$ cat src/rtl/trigger_decoder.sv
// trigger_decoder: missing-tooth crank wheel decoder. Measures tooth periods,
// finds the gap (a period more than 1.5x the previous one), and numbers the
// teeth from the first tooth after the gap. Loses sync on a misplaced gap,
// a missing gap, or a stalled wheel.
module trigger_decoder #(
  parameter int timer_length  = 24,
  parameter int TEETH_TOTAL   = 60,
  parameter int TEETH_MISSING = 2
) (
  input  logic                    clk,
  input  logic                    reset_n,
  input  logic                    crank_in,
  output logic [7:0]              tooth_num,
  output logic                    tooth_edge,
  output logic                    synced,
  output logic                    sync_error,
  output logic [timer_length-1:0] tooth_period
);

  localparam logic [7:0]              LAST_TOOTH = 8'(TEETH_TOTAL - TEETH_MISSING - 1);
  localparam logic [timer_length-1:0] CNT_MAX    = {timer_length{1'b1}};
  localparam logic [timer_length-1:0] CNT_ONE    = {{(timer_length-1){1'b0}}, 1'b1};

  typedef enum logic [1:0] {
    LOST   = 2'd0,
    FIRST  = 2'd1,
    HUNT   = 2'd2,
    SYNCED = 2'd3
  } state_t;

  state_t                  state_reg, state_next;
  logic                    sync1_reg, sync2_reg, hist_reg;
  logic [timer_length-1:0] cnt_reg, cnt_next;
  logic [timer_length-1:0] prev_reg, prev_next;
  logic [7:0]              num_reg, num_next;
  logic                    edge_reg, edge_next;
  logic                    err_reg, err_next;
  logic                    rise, stall, gap;
  logic [timer_length:0]   gap_limit;

  // Bring crank_in into the clock domain and keep one history flop for edge detection.
  always_ff @(posedge clk or negedge reset_n) begin
    if (!reset_n) begin
      sync1_reg <= 1'b0;
      sync2_reg <= 1'b0;
      hist_reg  <= 1'b0;
    end else begin
      sync1_reg <= crank_in;
      sync2_reg <= sync1_reg;
      hist_reg  <= sync2_reg;
    end
  end

  assign rise  = sync2_reg & ~hist_reg;
  assign stall = (cnt_reg == CNT_MAX);

  // Gap threshold is 1.5x the previous period, one bit wider so it cannot wrap.
  assign gap_limit = {1'b0, prev_reg} + {2'b00, prev_reg[timer_length-1:1]};
  assign gap       = ({1'b0, cnt_reg} > gap_limit);

  // Period counter: restart at 1 on each tooth, otherwise count and stick at full scale.
  always_comb begin
    cnt_next = cnt_reg;
    if (rise) begin
      cnt_next = CNT_ONE;
    end else if (!stall) begin
      cnt_next = cnt_reg + CNT_ONE;
    end
  end

  // Sync state machine; a tooth edge wins over a simultaneous stall timeout.
  always_comb begin
    state_next = state_reg;
    prev_next  = prev_reg;
    num_next   = num_reg;
    edge_next  = 1'b0;
    err_next   = 1'b0;
    if (rise) begin
      if (!gap) begin
        prev_next = cnt_reg;
      end
      case (state_reg)
        LOST: begin
          state_next = FIRST;
        end
        FIRST: begin
          prev_next  = cnt_reg;
          state_next = HUNT;
        end
        HUNT: begin
          if (gap) begin
            num_next   = 8'd0;
            edge_next  = 1'b1;
            state_next = SYNCED;
          end
        end
        SYNCED: begin
          if (num_reg == LAST_TOOTH) begin
            if (gap) begin
              num_next  = 8'd0;
              edge_next = 1'b1;
            end else begin
              state_next = LOST;
              err_next   = 1'b1;
            end
          end else begin
            if (gap) begin
              state_next = LOST;
              err_next   = 1'b1;
            end else begin
              num_next  = num_reg + 8'd1;
              edge_next = 1'b1;
            end
          end
        end
        default: begin
          state_next = LOST;
        end
      endcase
    end else if (stall) begin
      state_next = LOST;
      prev_next  = '0;
      err_next   = (state_reg == SYNCED);
    end
  end

  // State, period history and registered outputs.
  always_ff @(posedge clk or negedge reset_n) begin
    if (!reset_n) begin
      state_reg <= LOST;
      cnt_reg   <= '0;
      prev_reg  <= '0;
      num_reg   <= 8'd0;
      edge_reg  <= 1'b0;
      err_reg   <= 1'b0;
    end else begin
      state_reg <= state_next;
      cnt_reg   <= cnt_next;
      prev_reg  <= prev_next;
      num_reg   <= num_next;
      edge_reg  <= edge_next;
      err_reg   <= err_next;
    end
  end

  assign tooth_num    = num_reg;
  assign tooth_edge   = edge_reg;
  assign sync_error   = err_reg;
  assign synced       = (state_reg == SYNCED);
  assign tooth_period = prev_reg;

endmodule

$ cat config.mk
export PLATFORM = sky130hd
export DESIGN_NAME = trigger_decoder
export DESIGN_NICKNAME = d
export VERILOG_FILES = /design/src/rtl/trigger_decoder.sv
export SDC_FILE = /design/constraint.sdc
export NUM_CORES = 1
export LEC_CHECK = 0
export CORE_MARGIN = 5
export CORE_UTILIZATION = 50
export DETAILED_ROUTE_END_ITERATION = 6
export PLACE_DENSITY = 0.84
export SLEW_MARGIN = 20
export SYNTH_ARGS = -nofsm -noshare
export SYNTH_HDL_FRONTEND = slang
export SYNTH_SLANG_ARGS = --single-unit
$ cat constraint.sdc
create_clock -name clk -period 4.3 [get_ports clk]
set_input_delay 0.645 -clock clk [delete_from_list [all_inputs] [get_ports clk]]
set_output_delay 0.645 -clock clk [all_outputs]
set_load 0.005 [all_outputs]
== After elaboration in Yosys (flattened, before gate mapping) ==
Cells that the tools add are included.
Storage, ports and cells
  bits in registers: 63
  input port bits: 3
Operators by class
  $add $sub $neg: 3
  $lt $le $gt $ge: 1
  eq/ne operators: 11
  multiplexer cells: 26
  bitwise operators: 2
  reductions and logical operators: 6
Operators with widths (count)
  2-to-1 mux 24 bit: 6
  adder 24 x 23 -> 25 bit: 1
  > comparator 24 x 25 -> 1 bit: 1
  adder 24 x 1 -> 24 bit, second input constant: 1
  equality test 24 bit, second input constant: 1
  2-to-1 mux 8 bit: 3
  one-hot mux 8 bit (2 select lines): 1
  2-to-1 mux 2 bit: 6
  adder 8 x 1 -> 8 bit, second input constant: 1
  equality test 8 x 6 -> 1 bit, second input constant: 1
  2-to-1 mux 1 bit: 8
  one-hot mux 2 bit (4 select lines): 1
  != test 3 x 2 -> 1 bit, second input constant: 2
  equality test 2 bit, second input constant: 2
  != test 4 x 2 -> 1 bit, second input constant: 1
  != test 4 bit, second input constant: 1
  AND reduction 4 bit: 1
  nonzero test 2 bit: 2
  != test 3 bit, second input constant: 1
  AND reduction 3 bit: 1
  equality test 2 x 1 -> 1 bit, second input constant: 1
  zero test 2 bit: 1
  != test 2 bit, second input constant: 1
  one-hot mux 1 bit (2 select lines): 1
  other kinds (3): 3

== Logic depth before layout (Yosys ltp) ==
  word-level depth: 6
  mapped depth: 23

== Worst setup path before layout ==
Ideal clock, no wire load.
  path kind: reg2reg
  start: register prev_reg[1], in the netlist tooth_period[1]
  end: register state_reg[1]
  setup time: 123 ps
  arrival: 4305 ps
  path slack: -127 ps
  cell stages (with the launch flop): 23
  path buffers: 0
  period minus slack after synthesis: 4427 ps
  cell sequence: dfrtp_1 > ha_1 > fa_1 > a211oi_2 > o21ai_1 > a31oi_2 > o21ai_2 > a21o_1 > a21oi_1 > xor2_1 > ha_1 > a21oi_1 > nor2_1 > a2111oi_2 > a31oi_1 > o311a_4 > nand2_4 > inv_1 > ha_1 > o21ai_0 > nand2_1 > a21o_1 > mux2i_1
Between the ends
  cells in the longest elaborated chain, start to end: 4
  elaborated cells between the ends (all ways): 6
  those cells by class: 1 x add/sub; 1 x order compare; 3 x eq/ne; 1 x reduce/logical
RTL lines
  start: declaration: RTL line 34  | logic [timer_length-1:0] prev_reg, prev_next;
  start signal: assignment: RTL line 139  | prev_reg <= prev_next;
  adder 24 x 23 -> 25 bit *: RTL line 58  | assign gap_limit = {1'b0, prev_reg} + {2'b00, prev_reg[timer_length-1:1]};
  > comparator 24 x 25 -> 1 bit *: RTL line 59  | assign gap = ({1'b0, cnt_reg} > gap_limit);
  != test 4 bit (no line) (tied with other cells)
  AND reduction 4 bit (no line) *
  end signal: assignment: RTL line 137  | state_reg <= state_next;
  end: declaration: RTL line 31  | state_t state_reg, state_next;
Mark *: on every way between the ends. The rest lies on a longest branch, timed or not.
A chain may end at the register's enable or synchronous reset.

== Final worst setup path ==
  start: register prev_reg[1], in the netlist tooth_period[1]
  end: register prev_reg[2], in the netlist tooth_period[2]
Between the ends
  cells in the longest elaborated chain, start to end: 4
RTL lines (RTL line)
  adder 24 x 23 -> 25 bit: 58
  > comparator 24 x 25 -> 1 bit: 59
  != test 3 x 2 -> 1 bit (no line)
  AND reduction 2 bit (no line)
No other way between the ends.

==> impl_metrics.json <==
{
  "critPathMaxStageDelay_ps": 460,
  "placed_area_um2": 5592,
  "most_common_library_cell_in_the_layout_ignoring_fill_and_taps": "dfrtp_1",
  "period_share_pct": 104.5,
  "critical_path_class": "reg2reg",
  "total_leakage_power_uw": 0.002872,
  "clock-root-buffer": "clkbuf_8",
  "vias_per_cell": 5.860,
  "final_cell_mix": "62 x dfrtp_1, 53 x ha_1, 51 x nand2_1, 44 x buf_4, 41 x inv_1",
  "synthesis.yosys.warnings": 0,
  "insertion_delay_ps": 360,
  "worst_pin_slew_ps": 880.1,
  "floorplan.initialDensity_pct": 51.13,
  "synth.yosys.seq_area_share_pct": 33.37,
  "design_area_um2": 6131,
  "dpl_hpwl_mm": 8.922,
  "synth_xor_xnor_area_share_pct": 7.415,
  "num_vias": 4354,
  "final.setup_skew_ps": 11.52,
  "ys_types": 59,
  "grt_pass1_vias": 4486,
  "coreArea_um2": 9240,
  "timing.final.ws_setup_ps": -192.9,
  "cells_along_the_critical_path": "buf_6 > fa_2 > a211oi_2 > o21ai_1 > a31oi_2 > buf_4 > o21bai_1 > a21oi_1 > xor2_1 > ha_1 > nand4_1 > nor3_2 > o221ai_2 > a31oi_1 > o311a_4 > nand2_4 > buf_6 > o21ai_4 > buf_12 > buf_12 > mux2i_2",
  "track_usage_pct": 23.51,
  "hold_path.class": "reg2reg",
  "peakVddDrop_mv": 0.4750,
  "fp-row-count": 35,
  "violations": "setup timing",
  "layout.cells.non_filler": 743,
  "multiplexer_area_fraction_after_synthesis_pct": 5.508,
  "drt-initial-drc-count": 323,
  "cells_after_synthesis": 515,
  "final_period_minus_worst_setup_slack_ps": 4493,
  "cts.sinks": 63,
  "fin_setup_tns_ps": -3882,
  "synth_async_sr_flop_share_pct": 100.0,
  "cts.clk_slew.worst_paths_ps": 80,
  "postSynth.topFlopCell": "dfrtp_1",
  "io_pins": 38,
  "timing.hold.worst_path_depth": 0,
  "chipHeight_um": 107.2,
  "drt_pre_antenna_iters": 5,
  "fp.dieW_um": 107.2,
  "synth_top_family_by_area": "simple AND/OR/NAND/NOR gates",
  "finish.net_count": 671,
  "arrival_time_at_the_worst_endpoint_ps": 4760,
  "n_antenna_cell": 0,
  "cts-htree-levels": 3,
  "final-hold-violation-count": 0,
  "route.detailed.wl_per_inst_um": 18.02,
  "rsz_0062_raised_after_global_routing": "yes",
  "worst_setup_path_start_kind": "flip-flop",
  "buffer_depth_of_the_longest_clock_path": 2,
  "grt_start_max_net_pins": 38,
  "max_slew_margin_pct": 41.33,
  "flow.area_growth_from_synthesis_pct": 29.77,
  "antenna_violations_before_repair": 0,
  "cts_buffer_count": 9,
  "hold_buffers": 0,
  "cp.required_ps": 4560,
  "reg2reg_depth": 21,
  "yosys.area_share.simple_pct": 17.37,
  "synth_fp_nets": 577,
  "route.antenna.remaining_nets": 0,
  "nFillCells": 655,
  "max_clock_freq_ghz": 0.2226,
  "cellPowerDensity_nw_per_um2": 478.5,
  "crit_path_max_fanout": 5,
  "report.final.slew_viol_count": 0,
  "global_route_wire_length_before_repair_mm": 21.55,
  "cp-end-kind": "flip-flop",
  "share_of_synthesized_cell_area_in_full_adder_half_adder_and_majority_cells_pct": 15.78,
  "setup_viol": 34,
  "drive_gt1_share_pct": 20.68,
  "avg_cell_area_syn_um2": 9.174,
  "port_buffers": 37,
  "finalHoldWorstSlack_ps": 371.1,
  "gp_routability_congestion": 0.9732,
  "post_route_wl_mm": 13.39,
  "area_fraction_in_compound_gates_after_synthesis_pct": 15.89,
  "die_area_um2": 11490,
  "crit_slowest_cell": "dfrtp_2",
  "max-cap-violations": 0,
  "route.detailed.drc": 0,
  "postSynthRegisterBits": 63,
  "status": "complete, but fails checks",
  "number_of_enable_type_register_cells_in_the_synthesized_netlist": 0,
  "cts_tree": "built",
  "grt_remaining_overflow": 0,
  "number_of_instances_in_the_placed_design": 718,
  "cell_area_synth_um2": 4725
}
==> per-layer routing <==
metal / routed length (µm) / global-route usage, % / vias to the layer above
li1: - / - / 2023
met1: 5561 / 28.78 / 2145
met2: 6725 / 39.77 / 145
met3: 619 / 3.793 / 41
met4: 486 / 12.05 / 0
met5: 0 / 0 / -
==> kinds of logic after synthesis <==
group,Yosys count
AND/OR/NAND/NOR,164
flip-flops,63
XOR/XNOR,40
adder cells (fa/ha/maj),59
AO/OA/AOI/OAI,113
buffers and inverters,50
multiplexers,26
==> layout make-up <==
| cell class | count | area (µm²) | share of cell area (%) |
|---|---|---|---|
| clock buffer | 9 | 123.9 | 2.020 |
| clock inverter | 7 | 97.59 | 1.592 |
| inverter | 42 | 157.7 | 2.571 |
| multi-input combinational | 402 | 3162 | 51.57 |
| sequential | 63 | 1578 | 25.73 |
| tap | 129 | 161.4 | 2.633 |
| timing repair buffer | 91 | 850.8 | 13.88 |
==> synthesized netlist by cell type, types with 2 or more instances <==
cell type,instances,area (µm²)
xnor2_1,29,254.0
nand3_1,21,105.1
buf_2,2,10.01
nand2_1,51,191.4
inv_1,42,157.7
dfrtp_1,63,1577
a21o_1,10,75.07
mux2i_1,26,260.3
o21a_1,4,30.03
or4_1,2,15.01
o21ai_0,14,70.07
nand2b_1,6,37.54
o21bai_1,6,45.04
ha_1,58,725.7
nor3_1,9,45.04
nand4_2,3,37.54
a31oi_1,7,43.79
nor2_1,34,127.6
nor2b_1,5,31.28
and3_1,5,31.28
a211oi_1,2,15.01
a21oi_1,43,215.2
clkbuf_1,2,7.510
and4_1,3,26.28
o21ai_1,4,20.02
xor2_1,11,96.34
nand4_1,10,62.56
buf_8,2,30.03
o31ai_1,2,15.01
nor4_1,2,12.51
or3_1,6,37.54
o22ai_1,2,12.51
or2_2,3,18.77
==> path summary, 6_finish.rpt <==
kind                                 startpoint                to  slack (ps)
worst min-delay path                  sync1_reg         sync2_reg         370
worst min register to register        sync1_reg         sync2_reg         370
min in group asynchronous               reset_n      state_reg[0]         400
worst max-delay path            tooth_period[1]   tooth_period[2]        -190
max in group asynchronous               reset_n  tooth_period[22]        3000
worst max register to register  tooth_period[1]   tooth_period[2]        -190
==> through the flow <==
stage | util [%] | total power [µW] | setup WS, ps
6_report | 66.35 | 2934 | -192.9
5_1_grt | 66.35 | 3110 | -402.2
4_1_cts | 65.43 | 2906 | -122.8
3_5_place_dp | 60.51 | 2074 | -315.8
3_3_place_gp | 60.51 | 2024 | -175.8
2_1_floorplan | - | 1573 | -5.395
==> where the power goes <==
| group | leakage, µW | switching (µW) | total [µW] | internal, µW |
|---|---|---|---|---|
| registers | 0.000852 | 94.4 | 754 | 659 |
| logic | 0.00192 | 751 | 1590 | 841 |
| clock network | 0.000105 | 260 | 587 | 327 |
| total | 0.00287 | 1110 | 2930 | 1830 |
==> what timing repair did <==
item	4_1_cts	5_1_grt
endpoints found under the setup margin	36	36
gates resized for setup	26	18
buffers inserted	7	2
pin swaps	35	17
gates cloned	2	0
==> critical path, delay by kind of cell (launching register included) <==
kind,cells,cell delay [ps]
simple gates,3,570
mux,1,220
buf+inv,5,700
flops,1,460
xor+xnor,1,120
compound gates,9,1610
fa+ha+maj,2,720
Power figures use the tool's default switching activity.
